$ cat src/rtl/mips_pkg.sv
// Shared definitions for the MIPS front end: reset vector, fetch FSM states
// and instruction width in bytes.
package mips_pkg;

  localparam logic [31:0] RESET_VECTOR_DEFAULT = 32'hBFC00000;
  localparam int unsigned INSTR_BYTES          = 4;

  typedef enum logic [1:0] {
    FETCH,
    HOLD,
    FAULT
  } fetch_state_t;

endpackage

$ cat src/rtl/fetch_unit.sv
// Instruction-fetch front end: owns the PC, drives the wait-request read bus and
// presents each fetched word to the control path under valid/ready.
module fetch_unit
  import mips_pkg::*;
#(
  parameter logic [31:0] RESET_VECTOR = RESET_VECTOR_DEFAULT
) (
  input  logic        clk,
  input  logic        reset,
  output logic [31:0] instr_read_addr,
  output logic        instr_read,
  input  logic        instr_waitrequest,
  input  logic [31:0] instr_read_data,
  output logic        instr_valid,
  input  logic        instr_ready,
  output logic [31:0] instr_word,
  output logic [31:0] instr_pc,
  input  logic        redirect,
  input  logic [31:0] redirect_target,
  output logic        fetch_fault
);

  fetch_state_t state_q;
  logic [31:0]  pc_q;
  logic [31:0]  addr_q;
  logic [31:0]  word_q;
  logic [31:0]  ipc_q;
  logic         discard_q;
  logic         pend_q;
  logic         fault_q;

  logic         misaligned;
  logic         done;
  logic [31:0]  pc_inc_d;

  assign misaligned = redirect && (redirect_target[1:0] != 2'b00);
  assign done       = !instr_waitrequest;
  assign pc_inc_d   = pc_q + 32'(INSTR_BYTES);

  always_ff @(posedge clk) begin
    if (reset) begin
      state_q   <= FETCH;
      pc_q      <= RESET_VECTOR;
      addr_q    <= RESET_VECTOR;
      word_q    <= '0;
      ipc_q     <= '0;
      discard_q <= 1'b0;
      pend_q    <= 1'b0;
      fault_q   <= 1'b0;
    end else begin
      case (state_q)
        FETCH: begin
          if (misaligned) begin
            // A stalled read must still finish on the bus before going quiet.
            state_q   <= FAULT;
            fault_q   <= 1'b1;
            pend_q    <= instr_waitrequest;
            discard_q <= 1'b0;
          end else if (done) begin
            if (redirect) begin
              pc_q      <= redirect_target;
              addr_q    <= redirect_target;
              discard_q <= 1'b0;
            end else if (discard_q) begin
              addr_q    <= pc_q;
              discard_q <= 1'b0;
            end else begin
              word_q  <= instr_read_data;
              ipc_q   <= pc_q;
              pc_q    <= pc_inc_d;
              addr_q  <= pc_inc_d;
              state_q <= HOLD;
            end
          end else if (redirect) begin
            pc_q      <= redirect_target;
            discard_q <= 1'b1;
          end
        end
        HOLD: begin
          if (misaligned) begin
            state_q <= FAULT;
            fault_q <= 1'b1;
            pend_q  <= 1'b0;
          end else if (redirect) begin
            pc_q    <= redirect_target;
            addr_q  <= redirect_target;
            state_q <= FETCH;
          end else if (instr_ready) begin
            state_q <= FETCH;
          end
        end
        FAULT: begin
          if (pend_q && done) pend_q <= 1'b0;
        end
        default: state_q <= FAULT;
      endcase
    end
  end

  // Read request is state-decoded; reset masks it so it is low while reset is held.
  assign instr_read      = !reset && ((state_q == FETCH) || ((state_q == FAULT) && pend_q));
  assign instr_read_addr = addr_q;
  assign instr_valid     = (state_q == HOLD);
  assign instr_word      = word_q;
  assign instr_pc        = ipc_q;
  assign fetch_fault     = fault_q;

endmodule

$ cat config.mk
export PLATFORM = sky130hd
export DESIGN_NAME = fetch_unit
export DESIGN_NICKNAME = d
export VERILOG_FILES = /design/src/rtl/mips_pkg.sv /design/src/rtl/fetch_unit.sv
export SDC_FILE = /design/constraint.sdc
export NUM_CORES = 1
export LEC_CHECK = 0
export CAP_MARGIN = 15
export CORE_MARGIN = 4
export CORE_UTILIZATION = 44
export CTS_CLUSTER_DIAMETER = 200
export DETAILED_ROUTE_END_ITERATION = 10
export PLACE_DENSITY = 0.78
export SLEW_MARGIN = 40
export SYNTH_ARGS = -nofsm -noshare
export SYNTH_HDL_FRONTEND = slang
export SYNTH_SLANG_ARGS = --single-unit
$ cat constraint.sdc
create_clock -name clk -period 2.43 [get_ports clk]
set_input_delay 0.6075 -clock clk [delete_from_list [all_inputs] [get_ports clk]]
set_output_delay 0.6075 -clock clk [all_outputs]
set_load 0.02 [all_outputs]
==> run metrics, run 1 <==
fraction of layout cells with a size suffix above 1 0.1213; outcome finished, final reports clean; Yosys top cell by area dfxtp_1; flop2flop setup slack 0.23 ns; CTS tree built; hold worst-path end instr_pc[8]; Hold Startpoint instr_pc[8]; synth warn 0; Startpoint Class input pin; Max Cap Viol 0; clk_lat worst skew between 0.4 and 0.5 ns; Die Width 127.8 µm; Max VDD drop ~630 µV; highest clock rate 436.2 MHz; reg-to-reg critical path endpoint pc_q[31]; clk root buf clkbuf_16; worst hold path cell count 2; Slew headroom 0.5864; CTS buffer count 17; Post-synth ARST share 0; number of hold buffers added after cts 0; vias per cell roughly 5.7; CP max-delay cell or4_4; GP Congestion 0.9559; syn avg cell area 7.695 µm²; CP Data Required Time roughly 2.8 ns; H-Tree Depth 4; Cells after Synth 820; Seq/Total Area, Yosys 0.4220; setup bufs post-CTS 0; Yosys reg bits about 130; Initial Utilization 0.4511; minimum clock period between 2 and 2.5 ns; # IOs between 150 and 200; grt ovf 0; Resized cells post-CTS 4; HPWL after DPL ~15000 µm; Area contributors post-synth dfxtp_1 (42%), nand2_1 (11%), a21oi_1 (7.4%); synth cell count leaders nand2_1 (181), dfxtp_1 (133), a21oi_1 (93); CP Class input pin to register; first-pass GRT wire length 33580 µm; Hold Crit Class register to register; Synth-to-Final Area Change 45.33%; initial antenna violation count 0; DRC 0; Post-synth EDFFs 0; Core ar. 13990 µm²; WHS 0.4502 ns; Final Hold Vio Count 0; WL/cell 17.62 µm; antenna-violating nets left 0; PortBufs 167; die height 127.8 µm; clock buffer depth 2; crit-path cells clkdlybuf4s50_1, o21ai_0, o21ai_1, or4_4, or3_1, a31o_1; clk slew on worst S/H paths approximately 0.06 ns; die area 16320 µm²; Synth Flop Type dfxtp_1; row count 43; diode count 0; final setup violation count 0; most frequent cell after synthesis nand2_1; Tot Pwr 8.889 mW; clock sinks 133; nets 1083; RSZ-0062 raised after global routing no; skew final 0.007290 ns; FF-to-FF path depth 7; largest net degree at the start of global routing 122; post-synthesis cell type count 65; vias in the first global route between 6000 and 7000; post-synth top area share 0.4220; Worst Tran Pin Value 0.6148 ns; DR iter-0 viols 681; mapped cell area 6310 µm²; routed vias 6899; power density over the cells 969.4 nW/µm²; Tcrit/Tclk final 0.9434; max incr delay on CP 0.55 ns; syn_nets 894; worst-path maximum fanout 6; crit path DAT 2.61 ns; GRT Overall Usage 0.2559; Lkg Pwr about 3.3 nW; first-pass iteration count of the detailed router 8; Max Transition Viols Final 0; Core Util, Final 0.6555; Critical Path Sink Type register; reg-to-reg startpoint state_q[1]; final WL 21180 µm
==> per-stage QoR <==
step | setup TNS, ns | setup WS, ns | std cells | cell area, µm²
after global placement | -5.688 | -0.2177 | 1170 | 8551
final | 0 | 0.1375 | 1202 | 9170
after detailed placement | -7.300 | -0.2650 | 1170 | 8551
after floorplan | 0 | 0.03425 | 820 | 6312
after CTS | 0 | 0.1529 | 1202 | 9170
after global routing | 0 | 0.03670 | 1202 | 9170
==> cells by family (layout without fill, tap and decap cells) <==
logic type,after synthesis,after routing,share of synthesized area
adders and majority gates,5,5,0.009915
xor gates and xnor gates,22,22,0.03054
buffers and inverters,83,285,0.05195
DFF,133,133,0.4220
and+or+nand+nor,340,340,0.2489
muxes,5,5,0.007932
AOI/OAI and AO/OA,232,232,0.2288
==> flip-flops by register name, summed over array words and instances, names as in the netlist <==
| signal | count |
|---|---|
| instr_pc | 32 |
| instr_read_addr | 32 |
| discard_q | 1 |
| instr_word | 32 |
| state_q | 2 |
| pc_q | 32 |
| pend_q | 1 |
| fetch_fault | 1 |
==> worst max-delay path by stage <==
stage,from,to,depth (start not counted)
after floorplan,state_q[1],pc_q[31],8
final,redirect_target[1],pc_q[31],6
after global placement,instr_waitrequest,pc_q[31],6
after global routing,instr_waitrequest,pc_q[31],6
after CTS,redirect_target[1],pc_q[31],6
after detailed placement,redirect_target[1],pc_q[31],6
==> critical path, delay by kind of cell <==
kind | cells | cell delay (ns)
simple gates | 2 | 0.91
compound gates | 3 | 0.68
buf+inv | 1 | 0.42
==> power breakdown <==
| part | switching, mW | internal [mW] | total (mW) |
|---|---|---|---|
| sequential | 0.333 | 2.59 | 2.92 |
| clock | 0.948 | 1.76 | 2.71 |
| combinational | 1.82 | 1.44 | 3.26 |
| total | 3.10 | 5.79 | 8.89 |
==> layout make-up <==
class | count | area [µm²]
inverters | 11 | 41.29
repair buffers | 242 | 2280
fillers | 1245 | 4818
multi-input cells | 604 | 3344
clock buffers | 22 | 464.2
flip-flops and latches | 133 | 2663
clock inverters | 10 | 152.6
well taps | 180 | 225.2
==> per-layer routing <==
layer | part of all wire | vias to the layer above | track usage
li1 | - | 3287 | -
met1 | 0.40 | 3205 | 0.3197
met2 | 0.46 | 347 | 0.4036
met3 | 0.099 | 60 | 0.08750
met4 | 0.035 | 0 | 0.1067
met5 | 0 | - | 0
==> placed cells by master (no fill, tap or decap), drive strengths merged, types with 15 or more instances in the layout <==
cell type / count
a21oi: 93
nand2: 181
a22oi: 20
dfxtp: 133
clkbuf: 22
buf: 76
nor2: 45
clkdlybuf4s50: 164
nor3: 21
xnor2: 15
o21ai: 41
nand3: 25
(Power assumes the default switching activity.)
==> inputs of run 2 (changes only) <==
- SLEW_MARGIN: 40 -> default
==> results of run 2 <==
The final DEF is identical to that of run 1; final timing and power are the same.
